[config.mk]
export PLATFORM = sky130hd
export DESIGN_NAME = uart_tx_arbiter
export DESIGN_NICKNAME = d
export VERILOG_FILES = /design/src/rtl/uart_tx_arbiter.sv
export SDC_FILE = /design/constraint.sdc
export NUM_CORES = 1
export LEC_CHECK = 0
export CAP_MARGIN = 40
export CORE_ASPECT_RATIO = 0.9
export CORE_MARGIN = 2
export CORE_UTILIZATION = 35
export DETAILED_ROUTE_END_ITERATION = 7
export GPL_TIMING_DRIVEN = 0
export PLACE_DENSITY = 0.8
export RECOVER_POWER = 25
export SLEW_MARGIN = 30
export SYNTH_ARGS = -nofsm -noshare
export SYNTH_HDL_FRONTEND = slang
export SYNTH_SLANG_ARGS = --single-unit
export TNS_END_PERCENT = 50
[constraint.sdc]
create_clock -name clk -period 1.9 [get_ports clk]
set_input_delay 0.285 -clock clk [delete_from_list [all_inputs] [get_ports clk]]
set_output_delay 0.285 -clock clk [all_outputs]
set_load 0.02 [all_outputs]
[src/rtl/uart_tx_arbiter.sv]
// ---------------------------------------------------------------------------
// uart_tx_arbiter
//
// Shares one uart_tx serializer between NREQ byte requesters. It arbitrates
// round-robin, accepts one byte per grant through a valid/ready handshake, and
// drives the tx_din/tx_start inputs of uart_tx. It then holds off the next
// grant until uart_tx reports tx_done_tick.
//
// Build option:
//   UART_ARB_ID_PREFIX_EN - each grant sends an ASCII header frame
//                           (8'h30 + grant_id) ahead of the payload frame.
//
// Ports:
//   clk          - system clock, rising edge
//   reset        - synchronous, active-high
//   req_valid    - [NREQ] requester i has a byte pending
//   req_data     - [NREQ*DBIT] requester i's byte at [i*DBIT +: DBIT]
//   req_ready    - [NREQ] one-cycle one-hot accept pulse
//   tx_start     - one-cycle start pulse to uart_tx
//   tx_din       - [DBIT] byte to uart_tx, stable from tx_start to done
//   tx_done_tick - end-of-frame tick from uart_tx
//   busy         - high from grant until the cycle after the final done tick
//   grant_id     - [GW] current or most recent granted requester
// ---------------------------------------------------------------------------
module uart_tx_arbiter #(
    parameter int NREQ = 4,
    parameter int DBIT = 8,
    localparam int GW = $clog2(NREQ)
) (
    input  logic                 clk,
    input  logic                 reset,
    input  logic [NREQ-1:0]      req_valid,
    input  logic [NREQ*DBIT-1:0] req_data,
    output logic [NREQ-1:0]      req_ready,
    output logic                 tx_start,
    output logic [DBIT-1:0]      tx_din,
    input  logic                 tx_done_tick,
    output logic                 busy,
    output logic [GW-1:0]        grant_id
);

`ifdef UART_ARB_ID_PREFIX_EN
    typedef enum logic [2:0] {IDLE, HSEND, HWAIT, SEND, WAIT} state_t;
`else
    typedef enum logic [1:0] {IDLE, SEND, WAIT} state_t;
`endif

    state_t state, state_n;

    logic [GW-1:0]   last_grant;
    logic            win_found;
    logic [GW-1:0]   win_id;
    logic [DBIT-1:0] win_data;

`ifdef UART_ARB_ID_PREFIX_EN
    logic [DBIT-1:0] payload;
    logic [7:0]      hdr_byte;
`endif

    // Circular search starting just after the last served requester, so the
    // requester served most recently ends up with the lowest priority.
    always_comb begin
        logic [GW-1:0] idx;
        win_found = 1'b0;
        win_id    = '0;
        idx       = '0;
        for (int k = 1; k <= NREQ; k++) begin
            idx = GW'((int'(last_grant) + k) % NREQ);
            if (!win_found && req_valid[idx]) begin
                win_found = 1'b1;
                win_id    = idx;
            end
        end
    end

    assign win_data = req_data[win_id*DBIT +: DBIT];

`ifdef UART_ARB_ID_PREFIX_EN
    assign hdr_byte = 8'h30 + 8'(win_id);
`endif

    // Next-state and start pulse
    always_comb begin
        state_n  = state;
        tx_start = 1'b0;
        case (state)
            IDLE: begin
                if (win_found) begin
`ifdef UART_ARB_ID_PREFIX_EN
                    state_n = HSEND;
`else
                    state_n = SEND;
`endif
                end
            end
`ifdef UART_ARB_ID_PREFIX_EN
            HSEND: begin
                tx_start = 1'b1;
                state_n  = HWAIT;
            end
            HWAIT: begin
                if (tx_done_tick) state_n = SEND;
            end
`endif
            SEND: begin
                tx_start = 1'b1;
                state_n  = WAIT;
            end
            WAIT: begin
                if (tx_done_tick) state_n = IDLE;
            end
            default: state_n = IDLE;
        endcase
    end

    always_ff @(posedge clk) begin
        if (reset) state <= IDLE;
        else       state <= state_n;
    end

    // Grant bookkeeping and transmit byte
    always_ff @(posedge clk) begin
        if (reset) begin
            req_ready  <= '0;
            tx_din     <= '0;
            busy       <= 1'b0;
            grant_id   <= '0;
            last_grant <= GW'(NREQ - 1);
`ifdef UART_ARB_ID_PREFIX_EN
            payload    <= '0;
`endif
        end else begin
            req_ready <= '0;
            case (state)
                IDLE: begin
                    if (win_found) begin
`ifdef UART_ARB_ID_PREFIX_EN
                        tx_din  <= DBIT'(hdr_byte);
                        payload <= win_data;
`else
                        tx_din  <= win_data;
`endif
                        grant_id  <= win_id;
                        req_ready <= NREQ'(1) << win_id;
                        busy      <= 1'b1;
                    end
                end
`ifdef UART_ARB_ID_PREFIX_EN
                HWAIT: begin
                    // Payload goes out on the frame right after the header.
                    if (tx_done_tick) tx_din <= payload;
                end
`endif
                WAIT: begin
                    if (tx_done_tick) begin
                        last_grant <= grant_id;
                        busy       <= 1'b0;
                    end
                end
                default: ;
            endcase
        end
    end

endmodule

* Yosys cells after proc, flatten, opt, wreduce, memory -nomap -nowiden
Cells that the tools add are included. Widths: inputs -> output; s select.
Operators by class: shift operators 2, reduce and logical (&&, ||, !) cells 13, multiplexer cells 23, equal/unequal tests 4, magnitude comparators 4, add/subtract/negate cells 4, bitwise logic cells 2
Operator list (count):
- $shiftx 32x6->8 | 1
- $lt 2x3->1 const B | 4
- $mux 2 | 6
- $mux 1 | 11
- $bmux 1 s2 | 4
- $pmux 2 s3 | 1
- $reduce_and 2->1 | 3
- $add 2x1->2 const B | 2
- $add 2x2->2 const B | 2
- $ne 2x2->1 const B | 2
- $shl 1x2->4 const A | 1
- $logic_and 1x1->1 | 3
- $logic_not 1->1 | 3
- $reduce_and 3->1 | 1
- $reduce_or 3->1 | 1
- $eq 2x1->1 const B | 1
- $eq 2x2->1 const B | 1
- $logic_not 2->1 | 1
- $not 1->1 | 2
- $pmux 1 s2 | 1
- $reduce_bool 2->1 | 1
Word-level totals: input port bits 39, output and inout port bits 16, register bits 19

* Depth between registers and ports, before layout
depth in word-level cells 15, mapped depth 7

* Least setup slack after synthesis
No wires, ideal clock.
path kind register to register, from reg last_grant[0], to reg tx_din[2], buffers on the path 2, required time 1770 ps, arrival time 1444 ps, path slack 326 ps, cell stages (with the launch flop) 8, cells stage by stage dfxtp_1 > nor2b_4 > o21a_1 > buf_6 > nor3_4 > buf_6 > mux2i_1 > o211ai_1
On the way: cells in the longest elaborated chain, start to end 14, elaborated cells between the ends (all ways) 28, classes of those cells 4 x add/sub; 1 x shift; 16 x mux; 7 x reduce/logical
Ends and longest elaborated chain:
- start, declared | RTL line 50 | logic [GW-1:0] last_grant;
- start signal, assigned | RTL line 128 | last_grant <= GW'(NREQ - 1);
- start signal, assigned | RTL line 156 | last_grant <= grant_id;
- $add 2x1->2 | RTL line 68 | idx = GW'((int'(last_grant) + k) % NREQ);
- $bmux 1 s2 | RTL line 69 | if (!win_found && req_valid[idx]) begin
- $mux 1 (implied by the code) | RTL line 69
- $mux 1 | RTL line 69
- $logic_not 1->1 | RTL line 69
- $logic_and 1x1->1 | RTL line 69
- $mux 1 | RTL line 69
- $logic_not 1->1 | RTL line 69
- $logic_and 1x1->1 | RTL line 69
- $mux 1 | RTL line 69
- $logic_not 1->1 | RTL line 69
- $logic_and 1x1->1 | RTL line 69
- $mux 2 / $mux 1 (equally long branches) | RTL line 69
- $shiftx 32x6->8 / $reduce_and 2->1 (equally long branches)
- end signal, assigned | RTL line 141 | tx_din <= win_data;
- end, declared | RTL line 36 | output logic [DBIT-1:0] tx_din,
Several ways; a longest one is shown, not always the timed one. The select of a mux whose other input is x is not followed. A chain may end at the register's enable or synchronous reset.

* Worst setup path in the final report
from reg state[0], to out tx_start
On the way: cells in the longest elaborated chain, start to end 2
Ends and longest elaborated chain:
- start, declared | RTL line 48 | state_t state, state_n;
- start signal, assigned | RTL line 118 | else state <= state_n;
- $eq 2x1->1 | RTL line 86 | case (state)
- $mux 1 | RTL line 86
- end, declared | RTL line 35 | output logic tx_start,
No other way between the ends.

==> metrics.txt <==
Critical Path RT 1.62 ns; Startpoint Class register; total track usage 0.190; largest net degree at the start of global routing 12; Antenna Cells 0; final hold vios 0; fin crit share 0.948; Syn Inst Count 114; VDD IR-drop max 0.279 mV; outcome completed; CTS Buf Count 3; Tmin final 1.80 ns; Clk Latency, worst-skew pair 0.31 ns; Critical R2R Launch last_grant[1]; Initial Utilization 0.372; Starting DRT DRC Count 16; routed len/inst 14.1 um; Top Layer Used met4; die width 61.2 um; Hold Path End grant_id[1]; DRT met1 WL 1230 um; Residual DRC 0; number of flops mapped to enable cells by yosys 0; Synth top area share 0.369; Synth Register Bits 19; area grow syn2layout 63.0%; fillers 255; skew final 0.0122 ns; post-synth top area cell dfxtp_1; most common flop cell mapped by yosys dfxtp_1; crit path capture type primary output; register area share after synthesis 0.369; Port Buffers 53; initial antenna violation count 0; Hold Crit Start reset; first-pass GRT wire length 4870 um; # H-tree levels 1; Core Region 2770 um^2; vias 1110; number of global-route vias before repair 1136; worst hold path class in -> reg; Distinct cells, synth 34; # setup viols final 0; Design Power 1.08 mW; Die Y 55.5 um; DRT Pass-1 Iters 4; R2R cell count 5; largest fanout on the critical path 5; Total Routed Length 3000 um; TNS Setup 0 ns; R2R Path End tx_din[7]; hpwl dp 2390 um; Pins Over Slew Limit 0; Slew headroom 0.563; kind of critical path reg -> out; RSZ-0062 raised after global routing no; Max Clk Rate 0.555 GHz; async set-reset flop share out of synthesis 0; mapped cell area 1030 um^2; DIE AREA 3400 um^2; R2R setup slack 0.17 ns; met2 WL post-DR 1530 um; total grt overflow 0; remaining antenna violation count after routing 0; Syn. warnings 0; post-synth net total 153; most common cell after layout, fill and taps aside clkdlybuf4s50_1; io pins 55; CTS tree built; Worst Tran Pin Value 0.651 ns; max cap viols 0; num rows 18; P_leak 0.650 nW; mean post-synth cell area 9.04 um^2; CTS Sinks 19; Worst Hold Depth 2; clock-pin slew on the worst setup and hold paths 0.12 ns; met3 routed WL 145 um; Critical Path Source state[0]; commonest non-fill, non-tap cells in the layout clkdlybuf4s50_1 (48), dfxtp_1 (19), nor2_1 (11), nand2_1 (9), mux2i_1 (9); Vias/cell 5.21; Power Density 640 nW/um^2; Post-CTS Hold Fix Bufs 0; WP data arrival 1.52 ns; CTS root buf clkbuf_4; Synth area leaders dfxtp_1 (37%), mux2i_1 (8.7%), and4_1 (5.9%); final net count 213; clock tree buffer depth 2; RD Place Congestion 0.851; layout cells sized above 1 0.0925
-- how the worst max path moves through the flow --
stage                      endpoint  slack, ns  cells past startpoint
after global routing      tx_din[7]       0.02                      8
final                      tx_start        0.1                      2
after floorplan           tx_din[2]       0.33                      7
after CTS                 tx_din[7]       0.03                      7
after detailed placement  tx_din[0]      -0.41                      6
after global placement    tx_din[1]      -0.34                      6
-- layer usage --
| metal | vias to the layer above | track usage |
|---|---|---|
| li1 | 548 | - |
| met1 | 522 | 0.216 |
| met2 | 32 | 0.331 |
| met3 | 8 | 0.0187 |
| met4 | 0 | 0.106 |
| met5 | - | 0 |
-- synth_stat cells, types with 3 or more instances --
cell type and instances:
and4_1 7, dfxtp_1 19, inv_1 3, mux2i_1 9, nand2_1 9, nor2_1 12
o211ai_1 7, o21ai_0 8, o31a_1 7
-- cell families after synthesis --
logic type / count (synthesis) / share of synthesized area
and+or+nand+nor: 43 / 0.252
AOI/OAI and AO/OA: 36 / 0.251
DFF: 19 / 0.369
muxes: 9 / 0.0874
buffers and inverters: 7 / 0.0400
-- state kept, by name (all words and copies together), names as in the netlist --
register / count
grant_id: 2
state: 2
last_grant: 2
req_ready: 4
busy: 1
tx_din: 8
-- worst max-delay path: stages (launching register included) --
cell and delay (ns):
dfxtp_1 0.40, nor2b_1 0.19, clkdlybuf4s50_1 0.62
-- metrics by stage --
stage	cells	setup WS, ns	utilization	hold slack [ns]	area [um^2]
5_1_grt	213	0.0212	0.607	0.326	1680
3_3_place_gp	207	-0.335	0.582	0.447	1610
3_5_place_dp	207	-0.414	0.582	0.456	1610
2_1_floorplan	114	0.326	-	0.471	1030
6_report	213	0.0981	0.607	0.314	1680
4_1_cts	213	0.0276	0.598	0.310	1660
-- timing repair --
action,4_1_cts,5_1_grt
endpoints found under the setup margin,8,8
setup buffers,2,1
pin swaps,1,1
resized for setup,1,4
-- final cells by class --
class,instances,area (um^2),area share
repair buffers,56,558,0.332
well taps,40,50.0,0.0298
multi-input cells,88,627,0.373
plain buffers,3,26.3,0.0156
clock buffers,3,22.5,0.0134
flip-flops and latches,19,380,0.226
inverters,3,11.3,0.00670
clock inverters,1,5.00,0.00298
-- where the power goes --
part | leakage (nW) | internal, mW | switching (mW) | total (mW)
Combinational | 0.476 | 0.221 | 0.180 | 0.401
Sequential | 0.156 | 0.441 | 0.0259 | 0.467
Clock | 0.0177 | 0.0786 | 0.130 | 0.208
Total | 0.650 | 0.740 | 0.335 | 1.08
No activity file was read; power rests on OpenSTA's default activity.
